$ cat config.mk
export PLATFORM = sky130hd
export DESIGN_NAME = instr_prefetch_buf
export DESIGN_NICKNAME = d
export VERILOG_FILES = /design/src/rtl/pfb_pkg.sv /design/src/rtl/pfb_fifo.sv /design/src/rtl/instr_prefetch_buf.sv
export SDC_FILE = /design/constraint.sdc
export NUM_CORES = 1
export LEC_CHECK = 0
export BUFFER_PORTS_ARGS = -buffer_cell sky130_fd_sc_hd__buf_2
export CAP_MARGIN = 20
export CORE_UTILIZATION = 55
export DETAILED_ROUTE_END_ITERATION = 7
export PLACE_DENSITY = 0.81
export SETUP_SLACK_MARGIN = 0.02
export SYNTH_ARGS = -nofsm -noshare
export SYNTH_HDL_FRONTEND = slang
export SYNTH_SLANG_ARGS = --single-unit
$ cat constraint.sdc
create_clock -name clk -period 8.9 [get_ports clk]
set_input_delay 0 -clock clk [delete_from_list [all_inputs] [get_ports clk]]
set_output_delay 0 -clock clk [all_outputs]
set_load 0.01 [all_outputs]
$ cat src/rtl/pfb_pkg.sv
`default_nettype none
//------------------------------------------------------------------------------
// Module : pfb_pkg
// Brief  : Shared FSM encoding, NOP constant and queue entry type for the
//          instruction prefetch buffer.
// Rev    : 1.0  initial release
//------------------------------------------------------------------------------
package pfb_pkg;

   localparam logic [1:0] c_st_idle    = 2'd0;
   localparam logic [1:0] c_st_fetch   = 2'd1;
   localparam logic [1:0] c_st_discard = 2'd2;

   localparam logic [31:0] c_nop     = 32'h0000_0013;
   localparam int          c_entry_w = 64;

   typedef struct packed {
      logic [31:0] pc;
      logic [31:0] word;
   } pfb_entry_t;

endpackage
`default_nettype wire

$ cat src/rtl/pfb_fifo.sv
`default_nettype none
//------------------------------------------------------------------------------
// Module : pfb_fifo
// Brief  : Synchronous DEPTH x WIDTH FIFO with flush and occupancy count.
// Rev    : 1.0  initial release
//------------------------------------------------------------------------------
module pfb_fifo #(
   parameter int DEPTH = 4,
   parameter int WIDTH = 64
) (
   input  logic                     clk,
   input  logic                     rst,
   input  logic                     i_push,
   input  logic [WIDTH-1:0]         i_wdata,
   input  logic                     i_pop,
   input  logic                     i_flush,
   output logic [WIDTH-1:0]         o_rdata,
   output logic                     o_full,
   output logic                     o_empty,
   output logic [$clog2(DEPTH):0]   o_count
);

   localparam int c_aw = $clog2(DEPTH);

   logic [WIDTH-1:0] r_mem [DEPTH];
   logic [c_aw-1:0]  r_wr_ptr;
   logic [c_aw-1:0]  r_rd_ptr;
   logic [c_aw:0]    r_count;
   logic             w_do_pop;
   logic             w_do_push;

   assign o_full    = (r_count == (c_aw+1)'(DEPTH));
   assign o_empty   = (r_count == '0);
   assign o_count   = r_count;
   assign o_rdata   = r_mem[r_rd_ptr];

   // A pop frees the slot the same cycle, so push-on-full is accepted alongside it
   assign w_do_pop  = i_pop & ~o_empty & ~i_flush;
   assign w_do_push = i_push & (~o_full | w_do_pop) & ~i_flush;

   always_ff @(posedge clk) begin
      if (w_do_push) begin
         r_mem[r_wr_ptr] <= i_wdata;
      end
   end

   always_ff @(posedge clk) begin
      if (rst || i_flush) begin
         r_wr_ptr <= '0;
         r_rd_ptr <= '0;
         r_count  <= '0;
      end else begin
         if (w_do_push) begin
            r_wr_ptr <= r_wr_ptr + (c_aw)'(1);
         end
         if (w_do_pop) begin
            r_rd_ptr <= r_rd_ptr + (c_aw)'(1);
         end
         case ({w_do_push, w_do_pop})
            2'b10:   r_count <= r_count + (c_aw+1)'(1);
            2'b01:   r_count <= r_count - (c_aw+1)'(1);
            default: r_count <= r_count;
         endcase
      end
   end

endmodule
`default_nettype wire

$ cat src/rtl/instr_prefetch_buf.sv
`default_nettype none
//------------------------------------------------------------------------------
// Module : instr_prefetch_buf
// Brief  : Single-outstanding-request instruction prefetch queue with redirect
//          flush. Define PFB_BYPASS_EN to forward a returning word straight to
//          the head outputs when the queue is empty.
// Rev    : 1.0  initial release
//------------------------------------------------------------------------------
module instr_prefetch_buf
   import pfb_pkg::*;
#(
   parameter int          DEPTH    = 4,
   parameter logic [31:0] RESET_PC = 32'h0000_0000
) (
   input  logic        clk,
   input  logic        reset,
   output logic [31:0] mem_addr,
   output logic        mem_ren,
   input  logic        mem_ready,
   input  logic [31:0] mem_data,
   input  logic        redirect,
   input  logic [31:0] redirect_pc,
   input  logic        instr_take,
   output logic        instr_valid,
   output logic [31:0] instr,
   output logic [31:0] instr_pc
);

   localparam int c_aw = $clog2(DEPTH);

   logic [1:0]    r_state;
   logic [31:0]   r_fetch_pc;
   logic [31:0]   r_discard_pc;

   pfb_entry_t    w_head;
   pfb_entry_t    w_wentry;
   logic          w_full;
   logic          w_empty;
   logic [c_aw:0] w_count;
   logic          w_fill;
   logic          w_byp;
   logic          w_byp_take;
   logic          w_push;
   logic          w_pop;
   logic [c_aw+1:0] w_cnt_after;
   logic          w_room;

   always_comb begin
`ifdef PFB_BYPASS_EN
      w_byp = (r_state == c_st_fetch) & mem_ready & ~redirect & w_empty;
`else
      w_byp = 1'b0;
`endif
      w_fill        = (r_state == c_st_fetch) & mem_ready & ~redirect;
      w_byp_take    = w_byp & instr_take;
      w_push        = w_fill & ~w_byp_take;
      w_pop         = instr_take & ~w_empty & ~redirect;
      w_wentry.pc   = r_fetch_pc;
      w_wentry.word = mem_data;
      // Occupancy once this cycle settles; the next request must fit behind it
      w_cnt_after   = {1'b0, w_count} + (c_aw+2)'(w_push) - (c_aw+2)'(w_pop);
      w_room        = (w_cnt_after < (c_aw+2)'(DEPTH));
   end

   pfb_fifo #(
      .DEPTH (DEPTH),
      .WIDTH (c_entry_w)
   ) u_fifo (
      .clk     (clk),
      .rst     (reset),
      .i_push  (w_push),
      .i_wdata (w_wentry),
      .i_pop   (w_pop),
      .i_flush (redirect),
      .o_rdata (w_head),
      .o_full  (w_full),
      .o_empty (w_empty),
      .o_count (w_count)
   );

   always_ff @(posedge clk) begin
      if (reset) begin
         r_state      <= c_st_idle;
         r_fetch_pc   <= RESET_PC;
         r_discard_pc <= RESET_PC;
      end else begin
         case (r_state)
            c_st_idle: begin
               if (redirect) begin
                  r_fetch_pc <= redirect_pc;
                  r_state    <= c_st_fetch;
               end else if (!w_full) begin
                  r_state    <= c_st_fetch;
               end
            end
            c_st_fetch: begin
               if (redirect) begin
                  r_fetch_pc <= redirect_pc;
                  // Keep presenting the abandoned address until memory answers
                  if (!mem_ready) begin
                     r_discard_pc <= r_fetch_pc;
                     r_state      <= c_st_discard;
                  end
               end else if (mem_ready) begin
                  r_fetch_pc <= r_fetch_pc + 32'd4;
                  r_state    <= w_room ? c_st_fetch : c_st_idle;
               end
            end
            c_st_discard: begin
               if (redirect) begin
                  r_fetch_pc <= redirect_pc;
               end
               if (mem_ready) begin
                  r_state <= c_st_fetch;
               end
            end
            default: r_state <= c_st_idle;
         endcase
      end
   end

   assign mem_ren     = (r_state == c_st_fetch) | (r_state == c_st_discard);
   assign mem_addr    = (r_state == c_st_discard) ? r_discard_pc : r_fetch_pc;
   assign instr_valid = ~w_empty | w_byp;
   assign instr       = ~w_empty ? w_head.word : (w_byp ? mem_data : c_nop);
   assign instr_pc    = ~w_empty ? w_head.pc : r_fetch_pc;

endmodule
`default_nettype wire

== Word level (Yosys, flattened, before mapping) ==
Memories as Yosys holds them, arrays and structs flattened. A register that Yosys moved wholly into a read port is not among the register bits.
Index checks and enable logic that the tools add are counted.

* Output and inout bits: 98
* Bits in latches: 0
* Bits in read-only memories: 0
* Word-level logic and storage cells: 68
* Memories kept: 1
* Input bits: 69
* Register bits: 73
* Memory bits (writable): 256

* Magnitude comparators: 1
* Shifts and indexed selects: 0
* Add/sub/neg operators: 7
* Bitwise gates (word level): 14
* Multiply operators: 0
* Muxes and demuxes: 20
* Equality and inequality tests: 10
* Reduce and logical (&&, ||, !) cells: 9
* Div/mod/pow operators: 0

{| class="wikitable"
|+ Memories
! name !! depth !! width !! read ports !! clocked after Yosys merged registers in !! write ports !! line !! RTL
|-
| u_fifo.r_mem || 4 || 64 || 1 || 1 || 1 || pfb_fifo.sv:25 || <nowiki>logic [WIDTH-1:0] r_mem [DEPTH];</nowiki>
|}

{| class="wikitable"
|+ Operators with widths
! operator !! count
|-
| $mux 32 || 6
|-
| $pmux 32 s2 || 1
|-
| $add 32x3->32 const B || 1
|-
| $mux 2 || 8
|-
| $ne 3x3->1 const B || 3
|-
| $and 1x1->1 || 8
|-
| $pmux 2 s3 || 1
|-
| $pmux 3 s2 || 1
|-
| $reduce_and 3->1 || 2
|-
| $add 2x1->2 const B || 2
|-
| $add 3x1->4 || 1
|-
| $eq 2x1->1 const B || 2
|-
| $eq 2x2->1 const B || 2
|-
| $lt 4x3->1 const B || 1
|-
| $not 1->1 || 4
|-
| $reduce_and 4->1 || 1
|-
| $reduce_bool 2->1 || 2
|-
| $sub 4x1->4 || 1
|-
| $add 3x1->3 const B || 1
|-
| $eq 3x3->1 const B || 1
|-
| $logic_not 3->1 || 1
|-
| $mux 1 || 3
|-
| $sub 3x1->3 const B || 1
|-
| $logic_not 2->1 || 1
|-
| other kinds (5) || 6
|}

== Depth between registers and ports, before layout ==
* Word-level depth: 11
* Gate-level depth with buffers: 12
* Mapped depth without buffers: 12

== Hierarchy ==
Synthesis repeated with hierarchy kept, for this count alone.

* Cell total of the unflattened synthesis: 979
* Area total of the unflattened synthesis: 14,219.9 um2

{| class="wikitable"
|+ Modules (own cells, without submodules)
! module !! cells each !! instances !! sequential area each (um2) !! area each (um2)
|-
| pfb_fifo || 391 || 1 || 7,867.5 || 9,706.8
|-
| instr_prefetch_buf || 588 || 1 || 1,321.3 || 4,513.1
|}

== Worst setup path after synthesis ==
No wires, ideal clock.

* Path kind: register to register
* Start point: register r_state[0]
* End point: memory u_fifo.r_mem[0][0], enable pin
* Cell stages (with the launch flop): 6
* Required time: 8,471 ps
* Buffers on the path: 0
* Slack: 5,612 ps
* Arrival: 2,859 ps
* Library setup time: 429 ps
* Period minus slack after synthesis: 3,288 ps
* Path through: dfxtp_1 ha_1 nor2b_1 nand2_1 a31oi_1 and2_1

* Longest elaborated chain between the ends: 7

{| class="wikitable"
|+ Ends and longest elaborated chain
! element !! line !! RTL
|-
| start, declared || instr_prefetch_buf.sv:31 || <nowiki>logic [1:0] r_state;</nowiki>
|-
| start signal, assigned || instr_prefetch_buf.sv:83 || <nowiki>r_state <= c_st_idle;</nowiki>
|-
| start signal, assigned || instr_prefetch_buf.sv:91 || <nowiki>r_state <= c_st_fetch;</nowiki>
|-
| start signal, assigned || instr_prefetch_buf.sv:93 || <nowiki>r_state <= c_st_fetch;</nowiki>
|-
| $eq 2x1->1 || instr_prefetch_buf.sv:54 || <nowiki>w_fill = (r_state == c_st_fetch) & mem_ready & ~redirect;</nowiki>
|-
| $and 1x1->1 (2 in a row) || instr_prefetch_buf.sv:54 ||
|-
| $and 1x1->1 (2 in a row) || pfb_fifo.sv:39 || <nowiki>assign w_do_push = i_push & (~o_full | w_do_pop) & ~i_flush;</nowiki>
|-
| $mux 1 || pfb_fifo.sv:42 || <nowiki>if (w_do_push) begin</nowiki>
|-
| $mux 1 (not written as such) || pfb_fifo.sv:43 || <nowiki>r_mem[r_wr_ptr] <= i_wdata;</nowiki>
|-
| end, declared || pfb_fifo.sv:25 ||
|}

No other way between the ends.

==> impl_metrics.env <==
export IMPL_status="completed"
export IMPL_drt_initial_drc_count=861
export IMPL_wire_per_inst_um=21.00
export IMPL_endpoint="instr_pc[26]"
export IMPL_regArea_um2=9196
export IMPL_syn_nets=1042
export IMPL_worstMarginPinSlew_ps=1065
export IMPL_pre_cts_slack_ps=6017
export IMPL_multiInputGateArea_um2=4558
export IMPL_drive_above_1_share=0.3115
export IMPL_cts_inserted_buffers=34
export IMPL_track_usage=0.2473
export IMPL_post_cts_setup_buffer_count=0
export IMPL_utilization=0.6717
export IMPL_cp_start_kind="flip-flop"
export IMPL_synth_cells=959
export IMPL_postSynthAreaPerCell_um2=14.66
export IMPL_fmax_mhz=328.5
export IMPL_total_power_mw=3.706
export IMPL_placement_cell_area_um2=15130
export IMPL_cts_tree="built"
export IMPL_yosysWarnings=0
export IMPL_cap_violations=0
export IMPL_hold_path_class="input port to flip-flop"
export IMPL_synth_edf_count=256
export IMPL_pin_count=167
export IMPL_cts_buffer_depth=3
export IMPL_required_ps=8900
export IMPL_synth_seq_cells=331
export IMPL_clk_pin_slew_ps=60
export IMPL_portBuffers=166
export IMPL_clock_latency_ps=520
export IMPL_drtAntennaViolNets=0
export IMPL_dp_hpwl_um=18840
export IMPL_layout_common_cells="edfxtp_1, buf_2, nand2_1, dfxtp_1, dlygate4sd3_1"
export IMPL_place_congestion=0.8236
export IMPL_critPathSlowestCell="dfxtp_4"
export IMPL_via_per_inst=5.961
export IMPL_crit_chain="buf_4 > mux4_2 > mux2_2 > buf_2"
export IMPL_critical_path_class="flip-flop to output pin"
export IMPL_rows=58
export IMPL_grt_start_max_net_pins=66
export IMPL_power_leakage_nw=5.917
export IMPL_htreeDepth=2
export IMPL_wirelength_um=31940
export IMPL_filler_cell_count=1766
export IMPL_cts_root_buf="clkbuf_16"
export IMPL_arrival_ps=3040
export IMPL_rrSetupSlack_ps=5950
export IMPL_drc_errors=0
export IMPL_crit_path_max_incr_delay_ps=760
export IMPL_slew_headroom=0.2898
export IMPL_r2r_start="r_fetch_pc[2]$_SDFFE_PP0P_"
export IMPL_nets=1249
export IMPL_syn_to_final_growth_pct=19.99
export IMPL_overflow=0
export IMPL_reg2reg_depth=6
export IMPL_netlist_area_um2=14050
export IMPL_grt_pass1_vias=8812
export IMPL_core_area_um2=25110
export IMPL_synth_distinct_cells=59
export IMPL_layout_setup_ws_ps=5856
export IMPL_synth_top_area_share=0.5470
export IMPL_vdd_drop_max_mv=0.1645
export IMPL_post_layout_nonfiller_instances=1521
export IMPL_dieArea_um2=26200
export IMPL_vias=9066
export IMPL_cp_max_fo=35
export IMPL_diodes=0
export IMPL_design_area_um2=16860
export IMPL_fin_setup_tns_ps=0
export IMPL_final_hold_violation_count=0
export IMPL_final_common_cell="edfxtp_1"
export IMPL_async_reset_ff_frac=0
export IMPL_dpl_cell_count=1395
export IMPL_period_minus_slack_ps=3044
export IMPL_finClkSkew_ps=12.20
export IMPL_synth_area_leaders="edfxtp_1, dfxtp_1, mux4_2"
export IMPL_whs_ps=63.99
export IMPL_finalCritPeriodShare=0.3421
export IMPL_slew_viol_final=0
export IMPL_synth_top_area_cell="edfxtp_1"
export IMPL_timing_rr_end="r_fetch_pc[30]$_SDFFE_PP0P_"
export IMPL_grt_pass1_wl_um=49500
export IMPL_initial_core_util=0.5597
export IMPL_firstDrtPassIters=7
export IMPL_synthFlopType="edfxtp_1"
export IMPL_cp_end_kind="output pin"
export IMPL_cts_num_sinks=331
export IMPL_dieWidth_um=161.9
export IMPL_rsz0062_at_grt="false"
export IMPL_powerDensity_nw_per_um2=219.7
export IMPL_finalSetupViolations=0
export IMPL_ys_seq_area_frac=0.6538
export IMPL_antenna_found_initial=0
export IMPL_die_h_um=161.9
-- critical path: cells and delay by family (launching register included) --
family	cells	cell delay, ps
flip-flops	1	760
multiplexers	2	900
buffers and inverters	2	830
-- metal layers --
| metal | GRT usage | part of all wire |
|---|---|---|
| met2 | 0.3927 | 0.48 |
| met3 | 0.03882 | 0.074 |
| met1 | 0.3529 | 0.42 |
| met4 | 0.07933 | 0.025 |
| met5 | 0 | 0 |
-- cell type report --
cell class              count  area share
clock inverters            17    0.007642
well taps                 330     0.02448
multi-input cells         542      0.2703
repair buffers            239     0.09140
inverters                  18    0.004006
clock buffers              44     0.05690
flip-flops and latches    331      0.5453
-- repair_timing --
item / 4_1_cts / 5_1_grt
endpoints found under the hold margin: 167 / 0
hold buffers: 65 / 0
gates resized for setup: 0 / 0
-- kinds of logic after synthesis --
logic type,after synthesis,synth area share
buffers and inverters,86,0.02350
adders and majority gates,14,0.01300
xor gates and xnor gates,5,0.003116
and+or+nand+nor,261,0.09383
DFF,331,0.6538
AOI/OAI and AO/OA,134,0.05938
muxes,128,0.1534
-- cell usage after synthesis (all sizes together) (2+ instances only) --
library cell and number:
nor3 15, mux4 64, buf 15, o31ai 3, nor2b 33, a22oi 2, o21a 2, a2bb2oi 2
o311ai 2, o21ai 18, a311oi 4, edfxtp 256, nor4 4, or2 7, o221a 2, a21oi 59
o32ai 2, o22ai 3, o211ai 7, or4 5, nor2 33, dfxtp 75, inv 18, or3 5
mux2 59, nand2 95, o41ai 2, and4 3, a211oi 3, xnor2 2, nand4 13, a31oi 11
o211a 2, o221ai 2, and3 13, a21o 2, xor2 3, clkbuf 53, nor4b 2, nand3 20
ha 13, and2 8, or3b 2, mux2i 5
-- registers in the layout, summed over array words and instances (netlist names), named ones only --
register / flops
u_fifo.r_rd_ptr: 2
u_fifo.r_wr_ptr: 2
r_state: 2
u_fifo.o_count: 3
u_fifo.r_mem: 256
r_fetch_pc: 32
r_discard_pc: 32
-- power breakdown --
| group | switching, mW | internal (mW) | leakage [nW] | total, mW |
|---|---|---|---|---|
| registers | 0.114 | 1.75 | 2.94 | 1.86 |
| clock network | 0.581 | 0.796 | 0.542 | 1.38 |
| logic | 0.258 | 0.209 | 2.43 | 0.467 |
| total | 0.952 | 2.75 | 5.92 | 3.71 |
-- how the worst min path moves through the flow --
stage                start                         endpoint  slack [ps]  cells after the start
5_1_grt           redirect  u_fifo.r_wr_ptr[1]$_SDFFE_PP0P_          80                      3
2_1_floorplan  mem_data[0]     u_fifo.r_mem[0][0]$_DFFE_PP_         100                      0
4_1_cts           redirect          r_state[1]$_SDFFE_PP0P_          40                      4
3_5_place_dp   mem_data[6]     u_fifo.r_mem[0][6]$_DFFE_PP_         220                      1
3_3_place_gp   mem_data[2]     u_fifo.r_mem[2][2]$_DFFE_PP_         210                      1
6_report          redirect          r_state[1]$_SDFFE_PP0P_          60                      4
Power figures use the tool's default switching activity.
